File: src/rtl/cmp_pkg.sv
// Shared types and the cascade merge function for magnitude comparator slices.
`default_nettype none

package cmp_pkg;

  typedef enum logic [1:0] {
    CMP_LT = 2'd0,
    CMP_EQ = 2'd1,
    CMP_GT = 2'd2
  } cmp_res_t;

  // A higher-order stage that is not equal decides the word; otherwise the local slice does.
  function automatic cmp_res_t merge(cmp_res_t loc_res, logic eq_in, logic gt_in);
    cmp_res_t res;
    if (eq_in) begin
      res = loc_res;
    end else if (gt_in) begin
      res = CMP_GT;
    end else begin
      res = CMP_LT;
    end
    return res;
  endfunction

endpackage

`default_nettype wire

File: src/rtl/cmp_core.sv
// Combinational magnitude compare of one slice's operands, signed or unsigned.
`default_nettype none

module cmp_core
  import cmp_pkg::*;
#(
  parameter int WIDTH  = 1,
  parameter bit SIGNED = 1'b0
) (
  input  logic [WIDTH-1:0] a_i,
  input  logic [WIDTH-1:0] b_i,
  output cmp_res_t         res_o
);

  logic lgt;

  generate
    if (SIGNED) begin : g_signed
      assign lgt = $signed(a_i) > $signed(b_i);
    end else begin : g_unsigned
      assign lgt = a_i > b_i;
    end
  endgenerate

  always_comb begin
    res_o = CMP_LT;
    if (a_i == b_i) begin
      res_o = CMP_EQ;
    end else if (lgt) begin
      res_o = CMP_GT;
    end
  end

endmodule

`default_nettype wire

File: src/rtl/comparator.sv
// Cascadable magnitude comparator slice: local compare, cascade merge, one register stage.
`default_nettype none

module comparator
  import cmp_pkg::*;
#(
  parameter int WIDTH  = 1,
  parameter bit SIGNED = 1'b0
) (
  input  logic             clk,
  input  logic             rst,
  input  logic [WIDTH-1:0] A,
  input  logic [WIDTH-1:0] B,
  input  logic             EQ,
  input  logic             GT,
  output logic             S,
  output logic             EQ_OUT,
  output logic             GT_OUT,
  output logic             LT_OUT
);

  cmp_res_t core_res;
  cmp_res_t merged_d;
  logic     gt_q;
  logic     eq_q;
  logic     lt_q;

  cmp_core #(
    .WIDTH  (WIDTH),
    .SIGNED (SIGNED)
  ) u_core (
    .a_i   (A),
    .b_i   (B),
    .res_o (core_res)
  );

  assign merged_d = merge(core_res, EQ, GT);

  // Flags are stored unpacked so reset can hold all three low, which the enum cannot encode.
  always_ff @(posedge clk) begin
    if (rst) begin
      gt_q <= 1'b0;
      eq_q <= 1'b0;
      lt_q <= 1'b0;
    end else begin
      gt_q <= (merged_d == CMP_GT);
      eq_q <= (merged_d == CMP_EQ);
      lt_q <= (merged_d == CMP_LT);
    end
  end

  assign S      = gt_q;
  assign GT_OUT = gt_q;
  assign EQ_OUT = eq_q;
  assign LT_OUT = lt_q;

endmodule

`default_nettype wire

File: config.mk
export PLATFORM = sky130hd
export DESIGN_NAME = comparator
export DESIGN_NICKNAME = d
export VERILOG_FILES = /design/src/rtl/cmp_pkg.sv /design/src/rtl/cmp_core.sv /design/src/rtl/comparator.sv
export SDC_FILE = /design/constraint.sdc
export NUM_CORES = 1
export LEC_CHECK = 0
export ABC_AREA = 1
export CORE_AREA = 5 5 42 44
export CTS_BUF_LIST = sky130_fd_sc_hd__clkbuf_2 sky130_fd_sc_hd__clkbuf_4 sky130_fd_sc_hd__clkbuf_8
export DETAILED_ROUTE_END_ITERATION = 8
export DIE_AREA = 0 0 47 49
export GPL_TIMING_DRIVEN = 0
export HOLD_SLACK_MARGIN = 0.15
export SETUP_SLACK_MARGIN = 0.1
export SYNTH_ARGS = -nofsm -noshare
export SYNTH_HDL_FRONTEND = slang
export SYNTH_SLANG_ARGS = --single-unit
File: constraint.sdc
create_clock -name clk -period 0.8 [get_ports clk]
set_input_delay 0.16 -clock clk [delete_from_list [all_inputs] [get_ports clk]]
set_output_delay 0.16 -clock clk [all_outputs]
set_load 0.03 [all_outputs]
---- Word level (Yosys, flattened, before mapping) ----
Index checks and enable logic that the tools add are counted.
operators by class
  $add $sub $neg .......................... 0
  multipliers ............................. 0
  divide/modulo/power cells ............... 0
  magnitude comparators ................... 1
  equality and inequality tests ........... 3
  shift-type cells ........................ 0
  mux-type cells .......................... 4
  bitwise logic cells ..................... 0
  reductions and logical operators ........ 1
operators with widths
  operator                                        count
  two-way mux 2 bit                               4
  == test 2 x 1 -> 1 bit (second input constant)  1
  == test 2 bit (second input constant)           1
  logical NOT 2 bit                               1
  == test 1 bit                                   1
  greater-than comparator 1 bit                   1
storage, ports and cells
  register bits ........................... 3
  latch bits .............................. 0
  bits in writable memories ............... 0
  memory bits (read-only) ................. 0
  bits of input ports ..................... 6
  output and inout port bits .............. 4
  logic and storage cells ................. 12
  memories kept ........................... 0

---- Logic depth before layout (Yosys ltp) ----
Gate-level depths: netlist of the first run.
  depth in word-level cells ............... 5
  mapped depth ............................ 6
  gate-level depth less buffers ........... 6

---- By module ----
From an unflattened synthesis of the first run, not the netlist that was laid out.
second synthesis, totals
  cell total of the unflattened synthesis .. 22
  area, all modules ....................... 145.1 sq um
by module, submodules not included
  module      times used  cells an instance  area an instance (sq um)  sequential area each (sq um)
  comparator  1           20                 128.9                     60.1
  cmp_core    1           2                  16.3                      0.0

---- Worst setup path before layout of the first run ----
Ideal clock, no wire load.
  path type ............................... flip-flop to output port
  from .................................... reg gt_q (netlist: GT_OUT)
  to ...................................... out S
  arrival ................................. 0.700 ns
  required time ........................... 0.640 ns
  setup slack ............................. -0.060 ns
  stages on the path, launching flop included .. 2
  path buffers ............................ 1
  cell sequence ........................... dfxtp_1 buf_4
RTL lines
  item                    line              source
  start, declared         comparator.sv:24  logic gt_q;
  start signal, assigned  comparator.sv:46  gt_q <= (merged_d == CMP_GT);
  end, declared           comparator.sv:16  output logic S,
No word-level cell between the ends.

---- Worst setup path after layout of the first run ----
  from .................................... reg gt_q (netlist: GT_OUT)
  to ...................................... out S
No word-level cell between the ends.

==> flow_metrics.py, run 1 <==
metrics = {
    "global_route": {
        "antenna_found_initial": 0,
        "busiest_layer": "met4",
        "grt_pass1_vias": 148,
        "grtUsageMet3_pct": 0,
        "globalRoute.totalOverflow": 0,
        "grt_max_degree": 6,
        "use_met1_pct": 2.85,
        "grt_usage_pct": 3.24,
        "grtUsageMet2_pct": 4.75,
        "grt_pass1_wl_um": 483,
    },
    "critical_path": {
        "worstPathMaxFanout": 2,
        "critPathLaunch": "GT_OUT",
        "critPathBufInv": 2,
        "cp_num_cells": 2,
        "slowest_delay_ns": 0.33,
        "required_ns": 0.64,
        "cp_slowest_cell": "dfxtp_4",
        "path_class": "reg -> out",
        "crit_family": "flip-flops",
        "start_kind": "register",
        "crit_top_cell": "buf_6",
        "cp-end-kind": "output port",
        "crit_path_end": "S",
        "path_cells": "buf_6 > buf_6",
        "worst_ep_arrival_time_ns": 0.79,
    },
    "layout": {
        "drive_gt1_share_pct": 48.6,
        "area_growth_pct": 105,
        "multi_input_area_um2": 71.3,
        "final_common_cell": "nand2_1",
        "final_cell_mix": "nand2_1 (8), buf_6 (4), clkbuf_4 (4)",
        "n_fill_cell": 164,
        "diodes": 0,
        "layout.area.seq_um2": 66.3,
        "nets": 43,
    },
    "sta": {
        "setup-tns-final_ns": -0.304,
        "rsz0062_at_grt": "true",
        "setup_ws_ns": -0.148,
        "timing.final.crit_share_pct": 119,
        "maxSlewHeadroom_pct": 88.1,
        "worst_slew_pin_slew_ns": 0.179,
        "layout_min_cycle_time_ns": 0.948,
        "max_freq_mhz": 1050,
        "setup_viol": 4,
        "report.final.slew_viol_count": 0,
        "hold_viol": 0,
    },
    "pwr": {
        "peakVddDrop_uv": 278,
        "powerDensity_mw_per_mm2": 1950,
        "leakage_nw": 0.164,
    },
    "run_status": {
        "violations": "setup timing",
        "status": "complete, but fails checks",
    },
    "place": {
        "io_buffers": 9,
        "dpl_worst_slack_ns": -0.417,
        "routabilityCongestion": 0.624,
        "dpl.hpwl_um": 255,
    },
    "synth": {
        "synth_seq_cells": 3,
        "synthDistinctLibCells": 8,
        "synth.avg_cell_area_um2": 6.60,
        "syn_inst": 22,
        "yosys_warnings": 0,
        "synth-seq-area-share_pct": 41.4,
        "syn_nets": 29,
        "netlist_area_um2": 145,
    },
    "hold_path": {
        "hold_class": "in -> reg",
    },
    "floorplan": {
        "die_x_um": 47,
        "die_y_um": 49,
        "die-area_mm2": 0.00230,
        "ios": 10,
        "core_area_mm2": 0.00140,
        "num_rows": 14,
        "initial_utilization_pct": 10.4,
    },
    "cts": {
        "cts_root_buf": "clkbuf_4",
        "path_clk_slew_ns": 0.04,
        "cts_tree": "done",
        "cts.sinks": 3,
        "cts_buffers": 3,
        "cts.htree.levels": 1,
        "cts.path.max_buffers": 2,
        "holdBufCountCts": 0,
    },
    "route": {
        "vias": 155,
        "routed_wl_um": 312,
        "drtAntennaViolNets": 0,
        "post-route-drc-count": 0,
        "wl_per_cell_um": 6.12,
        "drt_iter0_drc": 4,
        "viasPerCell": 3.04,
        "firstDrtPassIters": 2,
    },
    "job": {
        "cap_violations": 0,
    },
}
flip-flops by register name (all words and copies together) (netlist names):
signal,count
EQ_OUT,1
GT_OUT,1
LT_OUT,1
area by class of cell:
cell class,count,area share [%]
inverters,5,6.30
plain buffers,1,3.78
multi-input cells,13,23.9
well taps,16,6.72
repair buffers,9,26.9
flip-flops and latches,3,22.3
clock buffers,4,10.1
repair_timing:
action / 4_1_cts / 5_1_grt
buffers inserted: 0 / 0
gates resized for setup: 33 / 3
endpoints found under the setup margin: 7 / 7
pin swaps: 1 / 3
worst min path at each step:
stage                     cells after the start  start      to  slack (ns)
after floorplan                               2     EQ  EQ_OUT        0.30
after detailed placement                      4    rst  GT_OUT        0.80
after global placement                        4    rst  GT_OUT        0.81
final                                         4     GT  LT_OUT        0.23
after CTS                                     3     EQ  EQ_OUT        0.40
after global routing                          4     GT  EQ_OUT        0.28
layer usage:
layer,vias to the layer above,wire (µm)
met5,-,0
met4,0,19
met3,2,57
met2,10,116
met1,56,119
li1,87,-
metrics by stage:
step	std cells	cell area (µm²)	hold slack, ns	utilization (%)	total power [mW]
finish	51	298	0.234	21.3	0.580
global route	51	298	0.279	21.3	0.626
CTS	51	305	0.399	21.8	0.598
detailed placement	47	275	0.800	19.6	0.292
global placement	47	275	0.807	19.6	0.290
floorplan	22	165	0.304	-	0.232
worst min-delay path, cell delays in order:
cell and delay, ns:
dlymetal6s2s_1 0.10, nand2_1 0.06, nand2_1 0.07, nor2_1 0.04
Yosys cell counts:
master	instances	area share (%)
nand2_1	8	21
nor2_1	3	7.8
inv_1	4	10
dfxtp_1	3	41
nand3_1	1	3.4
ha_1	1	8.6
buf_4	1	5.2
inv_2	1	2.6
cell families (layout without fill, tap and decap cells):
kind of cell	count (synthesis)	in the layout	synth area share (%)
and+or+nand+nor	12	12	31.9
buffers and inverters	6	19	18.1
DFF	3	3	41.4
adders and majority gates	1	1	8.62
report_power, final:
part	total (mW)	internal, mW	switching [mW]
combinational	0.117	0.0569	0.0605
sequential	0.165	0.161	0.00471
clock	0.297	0.221	0.0764
total	0.580	0.438	0.142
Power figures use the tool's default switching activity.
==> run 2, diff against run 1 <==
--- a/config.mk
+++ b/config.mk
@@ -16,3 +16,4 @@
 export SYNTH_ARGS = -nofsm -noshare
 export SYNTH_HDL_FRONTEND = slang
 export SYNTH_SLANG_ARGS = --single-unit
+export TNS_END_PERCENT = 20
==> constraint.sdc (replaced) <==
create_clock -name clk -period 1.25 [get_ports clk]
set_input_delay 0.25 -clock clk [delete_from_list [all_inputs] [get_ports clk]]
set_output_delay 0.25 -clock clk [all_outputs]
set_load 0.03 [all_outputs]
==> flow_metrics.py, run 2 (synthesis gave the netlist of run 1 again) <==
metrics = {
    "cts": {
        "cts.path.max_buffers": 2,
        "cts_tree": "done",
        "cts_buffers": 3,
        "cts.sinks": 3,
        "holdBufCountCts": 0,
        "cts_root_buf": "clkbuf_4",
        "path_clk_slew_ns": 0.04,
        "post_cts_buffers": 0,
        "cts.htree.levels": 1,
    },
    "sta": {
        "report.final.slew_viol_count": 0,
        "worst_slew_pin_slew_ns": 0.307,
        "setup_viol": 0,
        "max_freq_mhz": 859,
        "rsz0062_at_grt": "true",
        "whs_ns": 0.662,
        "layout_min_cycle_time_ns": 1.16,
        "hold_viol": 0,
        "maxSlewHeadroom_pct": 79.6,
        "timing.final.crit_share_pct": 93.2,
    },
    "hold_path": {
        "hold_class": "in -> reg",
        "min_path_cells": 5,
    },
    "floorplan": {
        "initial_utilization_pct": 10.4,
        "num_rows": 14,
        "core_area_mm2": 0.00140,
        "die_x_um": 47,
        "ios": 10,
        "die_y_um": 49,
        "die-area_mm2": 0.00230,
    },
    "pwr": {
        "p_sw_share_pct": 24.0,
        "peakVddDrop_uv": 204,
        "finalPower_mw": 0.361,
        "seqPwrFrac_pct": 28.8,
        "leakage_nw": 0.152,
        "powerDensity_mw_per_mm2": 1330,
        "clkPwrFrac_pct": 52.5,
        "internal_power_mw": 0.275,
        "p_sw_mw": 0.0868,
        "p_comb_share_pct": 18.7,
    },
    "global_route": {
        "antenna_found_initial": 0,
        "busiest_layer": "met4",
        "grt_pass1_vias": 154,
        "grt_usage_pct": 4.01,
        "grtUsageMet2_pct": 4.30,
        "use_met1_pct": 3.30,
        "globalRoute.totalOverflow": 0,
        "grtUsageMet3_pct": 2.95,
        "grt_pass1_wl_um": 558,
        "grt_max_degree": 6,
    },
    "run_status": {
        "status": "finished, final reports clean",
    },
    "place": {
        "dpl.hpwl_um": 270,
        "routabilityCongestion": 0.641,
        "dpl_cell_area_um2": 255,
        "io_buffers": 9,
    },
    "route": {
        "wl_per_cell_um": 6.47,
        "drt_iter0_drc": 7,
        "drtAntennaViolNets": 0,
        "vias": 159,
        "viasPerCell": 3.12,
        "firstDrtPassIters": 4,
        "post-route-drc-count": 0,
        "routed_wl_um": 330,
    },
    "layout": {
        "drive_gt1_share_pct": 22.9,
        "area_growth_pct": 87.9,
        "design_area_um2": 273,
        "diodes": 0,
        "nets": 43,
        "utilization_pct": 19.5,
        "final_common_cell": "nand2_1",
        "final_cell_mix": "nand2_1 (8), clkdlybuf4s50_1 (5), inv_1 (4), clkbuf_4 (4)",
    },
    "critical_path": {
        "cp_num_cells": 1,
        "worstPathMaxFanout": 1,
        "critPathBufInv": 1,
        "worst_ep_arrival_time_ns": 0.91,
        "slowest_delay_ns": 0.39,
        "start_kind": "register",
        "crit_family": "buffers and inverters",
        "cp_slowest_cell": "dlygate4sd2_1",
        "path_class": "reg -> out",
        "path_cells": "dlygate4sd2_1",
        "cp-end-kind": "output port",
        "required_ns": 1.00,
    },
    "job": {
        "cap_violations": 0,
    },
}
==> run 2: path summary, 6_finish.rpt <==
path | from | slack (ns) | to
worst max-delay path | LT_OUT | 0.09 | LT_OUT
worst min-delay path | GT | 0.66 | GT_OUT
==> run 2: layer usage <==
metal | part of all wire (%) | wire (µm)
met1 | 32 | 107
met2 | 42 | 138
met3 | 25 | 84
met4 | 0 | 0
met5 | 0 | 0
==> run 2: area by class of cell <==
class                           instances  area, µm²
Fill cell                             167       1130
Timing Repair Buffer                    9       77.6
Sequential cell                         3       60.1
Multi-Input combinational cell         13       58.8
Clock buffer                            4       30.0
Tap cell                               16       20.0
Inverter                                5       18.8
Buffer                                  1       7.51
==> run 2: timing repair <==
action | CTS | global route
setup endpoints to repair | 4 | 3
resized for setup | 9 | 1
pin swaps | 0 | 0
==> run 2: through the flow <==
step	setup TNS, ns	worst slack, ns	instances
floorplan	0	0.300	22
global placement	-0.178	-0.0530	47
detailed placement	-0.234	-0.0788	47
CTS	0	0.0654	51
global route	0	0.0487	51
finish	0	0.0854	51
==> run 2: power groups by stage <==
stage,sequential [mW],combinational [mW],clock [mW]
after CTS,0.104,0.0691,0.202
after global routing,0.105,0.0754,0.206
final,0.104,0.0675,0.190
after detailed placement,0.106,0.0751,0
after floorplan,0.119,0.0254,0
after global placement,0.106,0.0736,0
==> run 3, diff against run 2 <==
--- a/config.mk
+++ b/config.mk
@@ -6,6 +6,7 @@
 export NUM_CORES = 1
 export LEC_CHECK = 0
 export ABC_AREA = 1
+export ABC_CLOCK_PERIOD_IN_PS = 1250
 export CORE_AREA = 5 5 42 44
 export CTS_BUF_LIST = sky130_fd_sc_hd__clkbuf_2 sky130_fd_sc_hd__clkbuf_4 sky130_fd_sc_hd__clkbuf_8
 export DETAILED_ROUTE_END_ITERATION = 8
@@ -13,6 +14,7 @@
 export GPL_TIMING_DRIVEN = 0
 export HOLD_SLACK_MARGIN = 0.15
 export SETUP_SLACK_MARGIN = 0.1
+export SKIP_CTS_REPAIR_TIMING = 1
 export SYNTH_ARGS = -nofsm -noshare
 export SYNTH_HDL_FRONTEND = slang
 export SYNTH_SLANG_ARGS = --single-unit
==> flow_metrics.py, run 3 (synthesis gave the netlist of run 1 again) <==
metrics = {
    "hold_path": {
        "min_to": "GT_OUT",
        "holdCritStartpoint": "GT",
        "min_path_cells": 5,
        "hold_class": "in -> reg",
    },
    "layout": {
        "final_common_cell": "nand2_1",
        "utilization_pct": 20.7,
        "design_area_um2": 290,
        "diodes": 0,
        "final_cell_mix": "nand2_1 (8), clkdlybuf4s50_1 (5), inv_1 (4), clkbuf_4 (4)",
        "area_growth_pct": 100,
        "nets": 43,
        "drive_gt1_share_pct": 20.0,
    },
    "route": {
        "post-route-drc-count": 0,
        "vias": 159,
        "routed_wl_um": 335,
        "drtAntennaViolNets": 0,
        "wl_per_cell_um": 6.57,
        "viasPerCell": 3.12,
        "drt_iter0_drc": 8,
        "firstDrtPassIters": 4,
    },
    "pwr": {
        "finalPower_mw": 0.367,
        "powerDensity_mw_per_mm2": 1260,
        "p_sw_mw": 0.0869,
        "seqPwrFrac_pct": 28.4,
        "clkPwrFrac_pct": 51.8,
        "p_comb_share_pct": 19.8,
        "p_sw_share_pct": 23.7,
        "peakVddDrop_uv": 207,
        "internal_power_mw": 0.280,
        "leakage_nw": 0.191,
    },
    "critical_path": {
        "path_cells": "clkdlybuf4s50_1 > inv_1 > ha_1 > nand2_1 > nand2_1 > nor2_1",
        "path_class": "in -> reg",
        "worst_ep_arrival_time_ns": 1.25,
        "crit_top_cell": "nand2_1",
        "cp-end-kind": "register",
        "start_kind": "input port",
        "required_ns": 1.42,
        "worstPathMaxFanout": 2,
        "slowest_delay_ns": 0.45,
        "cp_slowest_cell": "clkdlybuf4s50_1",
    },
    "floorplan": {
        "die_y_um": 49,
        "initial_utilization_pct": 10.4,
        "num_rows": 14,
        "ios": 10,
        "core_area_mm2": 0.00140,
        "die_x_um": 47,
        "die-area_mm2": 0.00230,
    },
    "sta": {
        "timing.final.crit_share_pct": 86.8,
        "report.final.slew_viol_count": 0,
        "setup_ws_ns": 0.165,
        "setup-tns-final_ns": 0,
        "max_freq_mhz": 921,
        "worst_slew_pin_slew_ns": 0.322,
        "rsz0062_at_grt": "false",
        "maxSlewHeadroom_pct": 78.5,
        "setup_viol": 0,
        "hold_viol": 0,
        "layout_min_cycle_time_ns": 1.09,
    },
    "global_route": {
        "grt_pass1_vias": 154,
        "globalRoute.totalOverflow": 0,
        "antenna_found_initial": 0,
        "grt_pass1_wl_um": 558,
        "grt_usage_pct": 4.01,
        "grt_max_degree": 6,
    },
    "job": {
        "cap_violations": 0,
    },
    "cts": {
        "cts.path.max_buffers": 2,
        "cts_root_buf": "clkbuf_4",
        "cts_tree": "done",
        "path_clk_slew_ns": 0.04,
        "cts.sinks": 3,
        "cts.htree.levels": 1,
        "cts_buffers": 3,
    },
    "place": {
        "dpl_worst_slack_ns": -0.0788,
        "routabilityCongestion": 0.641,
        "dpl.hpwl_um": 270,
        "io_buffers": 9,
        "dpl_cell_area_um2": 255,
    },
    "run_status": {
        "status": "finished, final reports clean",
    },
}
## run 3: cell count changes in the layout (fill, tap and decap cells not counted), sizes merged
cell	previous run	this run
dlymetal6s2s	0	3
dlygate4sd2	2	0
clkbuf	5	4
## run 3: worst max-delay path by stage
stage	to	from	depth (start not counted)
floorplan	S	GT_OUT	1
global placement	S	GT_OUT	2
detailed placement	LT_OUT	B	6
CTS	S	GT_OUT	2
global route	GT_OUT	B	6
finish	LT_OUT	B	6
## run 3: worst max-delay path, delay by kind of cell
family / cells / cell delay (ns)
buf+inv: 2 / 0.49
fa+ha+maj: 1 / 0.28
simple gates: 3 / 0.23
## run 3: per-layer routing
metal / GRT usage, % / share of wire [%] / wire length (µm) / vias to the layer above
met2: 4.30 / 42 / 141 / 9
li1: - / - / - / 87
met3: 2.95 / 22 / 75 / 0
met5: 0 / 0 / 0 / -
met4: 6.91 / 0 / 0 / 0
met1: 3.30 / 35 / 118 / 63
## run 3: area by class of cell
cell class	count	area, µm²
fillers	166	1110
repair buffers	9	95.1
flip-flops and latches	3	60.1
multi-input cells	13	58.8
clock buffers	4	30.0
well taps	16	20.0
inverters	5	18.8
plain buffers	1	7.51
## run 3: power by group through the flow
stage | Clock [mW] | Combinational [mW] | Sequential (mW)
finish | 0.190 | 0.0727 | 0.104
floorplan | 0 | 0.0254 | 0.119
global route | 0.206 | 0.0809 | 0.105
CTS | 0.202 | 0.0751 | 0.104
global placement | 0 | 0.0736 | 0.106
detailed placement | 0 | 0.0751 | 0.106
## run 3: stage by stage
stage | hold WS (ns) | std cells
6_report | 0.662 | 51
5_1_grt | 0.704 | 51
4_1_cts | 0.658 | 51
3_5_place_dp | 0.907 | 47
3_3_place_gp | 0.899 | 47
2_1_floorplan | 0.394 | 22
